$ cat config.mk
export PLATFORM = sky130hd
export DESIGN_NAME = mc_ctrl
export DESIGN_NICKNAME = d
export VERILOG_FILES = /design/src/rtl/mips_defs_pkg.sv /design/src/rtl/mc_decode.sv /design/src/rtl/mc_ctrl.sv
export SDC_FILE = /design/constraint.sdc
export NUM_CORES = 1
export LEC_CHECK = 0
export ABC_AREA = 1
export ABC_CLOCK_PERIOD_IN_PS = 2300
export CORE_ASPECT_RATIO = 1.1
export CORE_MARGIN = 3
export CORE_UTILIZATION = 48
export DETAILED_ROUTE_END_ITERATION = 8
export GPL_TIMING_DRIVEN = 0
export PLACE_DENSITY = 0.86
export SYNTH_ARGS = -nofsm -noshare
export SYNTH_HDL_FRONTEND = slang
export SYNTH_SLANG_ARGS = --single-unit
$ cat constraint.sdc
create_clock -name clk -period 2.3 [get_ports clk]
set_input_delay 0.46 -clock clk [delete_from_list [all_inputs] [get_ports clk]]
set_output_delay 0.46 -clock clk [all_outputs]
set_load 0.02 [all_outputs]
$ cat src/rtl/mips_defs_pkg.sv
// Shared MIPS-subset encodings: opcodes, functs, ifu next-PC select,
// ALU/extender controls, controller states and decoded instruction classes.
package mips_defs_pkg;

  localparam logic [5:0] OP_RTYPE = 6'b000000;
  localparam logic [5:0] OP_ORI   = 6'b001101;
  localparam logic [5:0] OP_LUI   = 6'b001111;
  localparam logic [5:0] OP_LW    = 6'b100011;
  localparam logic [5:0] OP_SW    = 6'b101011;
  localparam logic [5:0] OP_BEQ   = 6'b000100;
  localparam logic [5:0] OP_J     = 6'b000010;

  localparam logic [5:0] FN_ADDU  = 6'b100001;
  localparam logic [5:0] FN_SUBU  = 6'b100011;

  localparam logic [1:0] NPC_PC4  = 2'b00;
  localparam logic [1:0] NPC_BEQ  = 2'b01;
  localparam logic [1:0] NPC_JMP  = 2'b10;

  localparam logic [1:0] ALU_ADD  = 2'b00;
  localparam logic [1:0] ALU_SUB  = 2'b01;
  localparam logic [1:0] ALU_OR   = 2'b10;
  localparam logic [1:0] ALU_LUI  = 2'b11;

  localparam logic [1:0] EXT_ZERO = 2'b00;
  localparam logic [1:0] EXT_SIGN = 2'b01;
  localparam logic [1:0] EXT_HI16 = 2'b10;

  typedef enum logic [2:0] {
    S_FETCH  = 3'd0,
    S_DECODE = 3'd1,
    S_EXEC   = 3'd2,
    S_MEM_RD = 3'd3,
    S_MEM_WR = 3'd4,
    S_WB     = 3'd5,
    S_BR     = 3'd6,
    S_JMP    = 3'd7
  } state_t;

  typedef enum logic [3:0] {
    C_ADDU, C_SUBU, C_ORI, C_LUI, C_LW, C_SW, C_BEQ, C_J, C_ILL
  } ins_class_t;

endpackage

$ cat src/rtl/mc_decode.sv
// Combinational instruction classifier for the multi-cycle controller.
module mc_decode
  import mips_defs_pkg::*;
(
  input  logic [5:0]  op,
  input  logic [5:0]  funct,
  output ins_class_t  cls,
  output logic        illegal
);

  always_comb begin
    cls = C_ILL;
    unique case (op)
      OP_RTYPE: begin
        if (funct == FN_ADDU)      cls = C_ADDU;
        else if (funct == FN_SUBU) cls = C_SUBU;
      end
      OP_ORI:  cls = C_ORI;
      OP_LUI:  cls = C_LUI;
      OP_LW:   cls = C_LW;
      OP_SW:   cls = C_SW;
      OP_BEQ:  cls = C_BEQ;
      OP_J:    cls = C_J;
      default: cls = C_ILL;
    endcase
  end

  assign illegal = (cls == C_ILL);

endmodule

$ cat src/rtl/mc_ctrl.sv
// Multi-cycle main controller: IR, FETCH..WB sequencing, datapath controls
// and retired-instruction counter.
module mc_ctrl
  import mips_defs_pkg::*;
#(
  parameter int unsigned CNT_W = 32
) (
  input  logic             clk,
  input  logic             reset,
  input  logic [31:0]      ins,
  input  logic             zero,
  output logic             pc_wr,
  output logic [1:0]       npc_sel,
  output logic             ir_wr,
  output logic             reg_dst,
  output logic             alu_src,
  output logic [1:0]       alu_op,
  output logic [1:0]       ext_op,
  output logic             mem_wr,
  output logic             mem_to_reg,
  output logic             reg_wr,
  output logic             illegal,
  output logic [2:0]       state,
  output logic [CNT_W-1:0] retired
);

  state_t      cur, nxt;
  logic [31:0] ir;
  ins_class_t  cls;
  logic        dec_ill;
  logic        ret_inc;
  logic        hold_alu;
  logic        unused_ir;

  mc_decode u_decode (
    .op      (ir[31:26]),
    .funct   (ir[5:0]),
    .cls     (cls),
    .illegal (dec_ill)
  );

  assign unused_ir = ^ir[25:6];
  assign state     = cur;

  always_ff @(posedge clk or negedge reset) begin
    if (!reset) begin
      cur     <= S_FETCH;
      ir      <= '0;
      retired <= '0;
      illegal <= 1'b0;
    end else begin
      cur <= nxt;
      if (cur == S_FETCH) ir <= ins;
      if (ret_inc) retired <= retired + CNT_W'(1);
      if (cur == S_DECODE && dec_ill) illegal <= 1'b1;
    end
  end

  always_comb begin
    nxt        = cur;
    pc_wr      = 1'b0;
    npc_sel    = NPC_PC4;
    ir_wr      = 1'b0;
    reg_dst    = 1'b0;
    alu_src    = 1'b0;
    alu_op     = ALU_ADD;
    ext_op     = EXT_ZERO;
    mem_wr     = 1'b0;
    mem_to_reg = 1'b0;
    reg_wr     = 1'b0;
    ret_inc    = 1'b0;
    hold_alu   = 1'b0;
    unique case (cur)
      S_FETCH: begin
        // state is already FETCH while reset is low; keep ir_wr quiet then
        ir_wr = reset;
        nxt   = S_DECODE;
      end
      S_DECODE: begin
        unique case (cls)
          C_BEQ:   nxt = S_BR;
          C_J:     nxt = S_JMP;
          C_ILL: begin
            nxt   = S_FETCH;
            pc_wr = 1'b1;
          end
          default: nxt = S_EXEC;
        endcase
      end
      S_EXEC: begin
        hold_alu = 1'b1;
        if (cls == C_LW)      nxt = S_MEM_RD;
        else if (cls == C_SW) nxt = S_MEM_WR;
        else                  nxt = S_WB;
      end
      S_MEM_RD: begin
        hold_alu = 1'b1;
        nxt      = S_WB;
      end
      S_MEM_WR: begin
        hold_alu = 1'b1;
        mem_wr   = 1'b1;
        pc_wr    = 1'b1;
        ret_inc  = 1'b1;
        nxt      = S_FETCH;
      end
      S_WB: begin
        hold_alu   = 1'b1;
        reg_wr     = 1'b1;
        pc_wr      = 1'b1;
        reg_dst    = (cls == C_ADDU) || (cls == C_SUBU);
        mem_to_reg = (cls == C_LW);
        ret_inc    = 1'b1;
        nxt        = S_FETCH;
      end
      S_BR: begin
        alu_src = 1'b0;
        alu_op  = ALU_SUB;
        pc_wr   = 1'b1;
        npc_sel = zero ? NPC_BEQ : NPC_PC4;
        ret_inc = 1'b1;
        nxt     = S_FETCH;
      end
      S_JMP: begin
        pc_wr   = 1'b1;
        npc_sel = NPC_JMP;
        ret_inc = 1'b1;
        nxt     = S_FETCH;
      end
      default: nxt = S_FETCH;
    endcase

    if (hold_alu) begin
      unique case (cls)
        C_SUBU: alu_op = ALU_SUB;
        C_ORI: begin
          alu_src = 1'b1;
          ext_op  = EXT_ZERO;
          alu_op  = ALU_OR;
        end
        C_LUI: begin
          alu_src = 1'b1;
          ext_op  = EXT_HI16;
          alu_op  = ALU_LUI;
        end
        C_LW, C_SW: begin
          alu_src = 1'b1;
          ext_op  = EXT_SIGN;
          alu_op  = ALU_ADD;
        end
        default: alu_op = ALU_ADD;
      endcase
    end
  end

endmodule
# Word level (Yosys, flattened, before mapping)
# Cells that the tools add are included.
# totals
in_bits,35
output_inout_bits,49
wordCells,62
register_bits,68
# op_classes
addsub,1
n_reduce_logical,9
n_mux,25
n_eq_ne,23
# ops
operator,count
$add A32 B1 Y32 const B,1
$pmux W4 S7,1
$eq A6 B6 Y1 const B,4
$eq A4 B3 Y1 const B,4
$pmux W3 S5,1
$mux W1,13
$eq A3 B3 Y1 const B,4
$eq A6 B4 Y1 const B,2
$reduce_or A4 Y1,3
$pmux W3 S3,1
$eq A4 B2 Y1 const B,2
$mux W4,2
$pmux W2 S2,2
$eq A3 B2 Y1 const B,2
$eq A6 B2 Y1 const B,1
$eq A6 B3 Y1 const B,1
$logic_not A6 Y1,1
$pmux W2 S3,1
$eq A4 B1 Y1 const B,1
$eq A4 B4 Y1 const B,1
$logic_not A4 Y1,1
$mux W2,2
$eq A3 B1 Y1 const B,1
$logic_not A3 Y1,1
5 further kinds,5

# Longest topological paths before layout
# logic_depth
depth_word,8
depth_mapped,11
ltp_nobuf,11

# Cells and area by module
# A second synthesis with hierarchy kept.
# unflattened
hier_cells,364
area_unflattened_um2,2897.8
# modules_own_cells
module,seq_area_each_um2,area_each_um2,n_inst,cells_per_inst
mc_ctrl,1201.2,2708.8,1,326
mc_decode,0.0,188.9,1,38

# Least setup slack after synthesis
# OpenSTA, ideal clock, no wires.
# synth_timing
kind,flip-flop to output port
start,register cur[1] (netlist: state[1])
end,output port ext_op[1]
n_path_buf,0
required_ns,1.840
stages_incl_launch_ff,6
slack_ns,0.088
t_arrival_ns,1.752
path_cell_list,dfrtp_1 inv_1 ha_1 nor2_1 inv_1 nor2_1
# synth_via
elab_chain_cells,4
elab_cells_between_ends,7
classes_between,eq/ne (4); mux (2); reduce/logical (1)
# synth_rtl
element,line_no,source
start: declaration,mc_ctrl.sv:27,"state_t cur, nxt;"
start signal: assignment,mc_ctrl.sv:52,cur <= nxt;
$eq A3 B2 Y1 or $eq A3 B3 Y1 (tied branches),mc_ctrl.sv:73,unique case (cur)
$reduce_or A4 Y1 (no line) *,--,
$mux W1 *,mc_ctrl.sv:73,
$mux W2 *,mc_ctrl.sv:133,if (hold_alu) begin
end: declaration,mc_ctrl.sv:18,"output logic [1:0] ext_op,"
# Every way passes the cells marked *; elsewhere a longest branch is shown, timed or not.

# Worst setup path after layout
# layout_timing
start,register ir[30]
end,output port reg_dst
# layout_via
elab_chain_cells,5
elab_cells_between_ends,12
classes_between,eq/ne (7); mux (2); reduce/logical (3)
# layout_rtl
element,line_no,source
start: declaration,mc_ctrl.sv:28,logic [31:0] ir;
start signal: assignment,mc_ctrl.sv:53,if (cur == S_FETCH) ir <= ins;
"$eq A6 B2 Y1, or another cell as far along",mc_decode.sv:13,unique case (op)
$pmux W4 S7 *,mc_decode.sv:13,
$eq A4 B1 Y1 or $logic_not A4 Y1 (tied branches),mc_ctrl.sv:111,reg_dst = (cls == C_ADDU) || (cls == C_SUBU);
$logic_or A1 B1 Y1 *,mc_ctrl.sv:111,
$mux W1 *,mc_ctrl.sv:73,
end: declaration,mc_ctrl.sv:15,"output logic reg_dst,"
# Marks and branches as above.

==> flow_summary.yaml <==
critical_path:
  cpPeakStageDelay_ps: 440
  slowest_stage: "dfrtp_1"
  crit_arrival_ps: 1780
  regToRegStartpoint: "state[1]$_DFF_PN0_"
  cp.buffers_inverters: 2
  path_cells: "nor2_4 > buf_4 > nand3_1 > nand2_1 > nor2_1 > nand2_1 > nand3_1 > nor2_1 > buf_4"
  crit_family: "simple AND/OR/NAND/NOR gates"
  reg2reg_depth: 10
  timing_worst_setup_path_type: "register to primary output"
  crit_fanout: 4
  end_kind: "primary output"
  r2r-end: "retired[23]$_DFFE_PN0P_"
  reg2reg_slack_ps: 430
  worstSetupStartpointType: "register"
  cp.required_ps: 1840
floorplan:
  std_cell_rows: 29
  die_x_um: 80.1
  die_h_um: 87.5
  ios: 84
  initial_utilization_pct: 50.0
  die_area_um2: 7010
  fp.coreArea_um2: 5810
clocking:
  clk_pin_slew_ps: 90
  cts_tree: "done"
  htree_num_levels: 2
  clock_tree.buffer_depth: 2
  clock-sinks: 48
  clkLatencyLatePin_ps: 300
  cts-root-buf: "clkbuf_8"
  cts_buffers: 5
placed_design:
  dpl.hpwl_um: 5490
  globalplace.congestion: 0.857
  port_buffers: 63
  dpl_cell_area_um2: 3640
  pre_cts_ws_ps: -380
global_routing:
  grt_max_degree: 26
  track_usage_pct: 21.9
  grt_pass1_wl_um: 12200
  grt_overflow_total: 0
  antenna_found_initial: 0
  grt_pass1_vias: 2803
run:
  max_cap_viol_count: 0
synth:
  seq_area_frac_synth_pct: 41.4
  synth_edf_count: 0
  yosysWarnings: 0
  syn-num-nets: 448
  async_flop_share_pct: 100
  synth_ff_type: "dfrtp_1"
  yosysUniqueCellTypes: 26
  synth.cell_area_um2: 2900
  ys_ff_latch: 48
  avgSynthCellArea_um2: 7.07
  synthCells: 410
final_layout:
  area_delta_synth_final_pct: 30.8
  fin_area_um2: 3790
  multi_input_area_um2: 1560
  regArea_um2: 1200
  layout.nets: 523
  utilization_pct: 65.4
  drive_above_1_share_pct: 11.5
  n_antenna_cell: 0
  fillers: 521
sta:
  min_period_ps: 2240
  slew_headroom_pct: 62.3
  hold_violations: 0
  rsz0062_at_grt: "true"
  fmax_mhz: 446
  period_share_pct: 97.4
  tightest_slew_ps: 566
  skew_ps: 8.31
  final.setup.worst_slack_ps: 59.2
  setup_viol: 0
  whs_ps: 138
  final_max_slew_viol_count: 0
  fin_setup_tns_ps: 0
route:
  wl_per_cell_um: 12.7
  drc: 0
  drt-total-wl_um: 7110
  drt-pass1-iter-count: 4
  drtAntennaViolNets: 0
  detail_route.vias_per_cell: 5.12
  drt-initial-drc-count: 170
  vias: 2880
power:
  pwr_density_cell_nw_per_um2: 758
  leakage_nw: 1.72
  vdd_ir_drop_max_mv: 0.669
min_path:
  hp-class: "input pin to async pin"
run_status:
  status: "completed"
[routing by layer]
| layer | vias to the layer above | track usage, % | routed length [µm] |
|---|---|---|---|
| met5 | - | 0 | 0 |
| met4 | 0 | 7.68 | 198 |
| met3 | 16 | 5.18 | 402 |
| met2 | 91 | 40.1 | 3620 |
| met1 | 1349 | 24.6 | 2890 |
| li1 | 1424 | - | - |
[report_power, final]
group          switching (W)  internal (W)  leakage (nW)
clock               0.000276      0.000207        0.0410
sequential          0.000187       0.00101         0.624
combinational       0.000708      0.000490          1.06
[timing repair]
item | 4_1_cts | 5_1_grt
setup buffers | 1 | 3
pin swaps | 1 | 1
hold buffers | 0 | 0
gates resized for setup | 20 | 21
endpoints found under the setup margin | 10 | 8
[through the flow]
| step | instances | total power (W) |
|---|---|---|
| CTS | 559 | 0.00280 |
| detailed placement | 551 | 0.00229 |
| global placement | 550 | 0.00226 |
| finish | 562 | 0.00288 |
| global route | 562 | 0.00308 |
| floorplan | 410 | 0.00189 |
[cell usage in the layout (no fill, tap or decap), types with 2 or more instances in the layout]
cell type and n:
nor3_1 5, ha_1 2, nand2_2 3, dfrtp_2 2, clkbuf_8 5, clkdlybuf4s50_1 50, nor3_2 2, dfrtp_1 46
nand2_1 135, buf_2 7, nand4_1 8, mux2_2 5, inv_1 46, dlymetal6s2s_1 2, nor2_1 71, xnor2_1 7
dlygate4sd2_1 6, xor2_1 12, buf_4 5, nor2_2 8, o21ai_0 4, nand3_2 4, nand3_1 22, nor2_4 7
a21oi_1 9
[cells by family (layout without fill, tap and decap cells)]
| group | after synthesis | in the layout | synth area share (%) |
|---|---|---|---|
| AO/OA/AOI/OAI | 14 | 14 | 2.46 |
| AND/OR/NAND/NOR | 269 | 269 | 40.3 |
| adder cells (fa/ha/maj) | 3 | 3 | 1.29 |
| buffers and inverters | 52 | 127 | 6.90 |
| flip-flops | 48 | 48 | 41.4 |
| XOR/XNOR | 19 | 19 | 5.74 |
| multiplexers | 5 | 5 | 1.94 |
[worst max-delay path by stage]
stage | startpoint | end | slack [ps] | depth (start not counted)
after floorplan | state[1]$_DFF_PN0_ | ext_op[1] | 90 | 5
after global placement | reset | ir_wr | -1510 | 4
after detailed placement | state[1]$_DFF_PN0_ | pc_wr | -380 | 6
after CTS | ir[31]$_DFFE_PN0N_ | reg_dst | -50 | 9
after global routing | ir[30]$_DFFE_PN0N_ | reg_dst | -30 | 9
final | ir[30]$_DFFE_PN0N_ | reg_dst | 60 | 9
[cell type report]
class | count | share of cell area (%)
buffer | 5 | 0.725
clock buffer | 6 | 1.91
clock inverter | 1 | 0.132
inverter | 47 | 4.65
multi-input combinational | 310 | 41.0
sequential | 48 | 31.7
tap | 77 | 2.54
timing repair buffer | 68 | 17.3
[Yosys cell counts (5+ instances only)]
master   number  area [µm²]
nand2_1     135         507
nor2_1       75         282
dfrtp_1      48        1200
inv_1        46         173
nand3_1      24         120
xor2_1       12         105
a21oi_1       9        45.0
nand4_1       8        50.1
nor2_2        7        43.8
xnor2_1       7        61.3
nor3_1        6        30.0
mux2_2        5        56.3
[sequential cells by signal (all words and copies together) (netlist names)]
signal   flops
ir          12
state        3
illegal      1
retired     32
No activity file was read; power rests on OpenSTA's default activity.
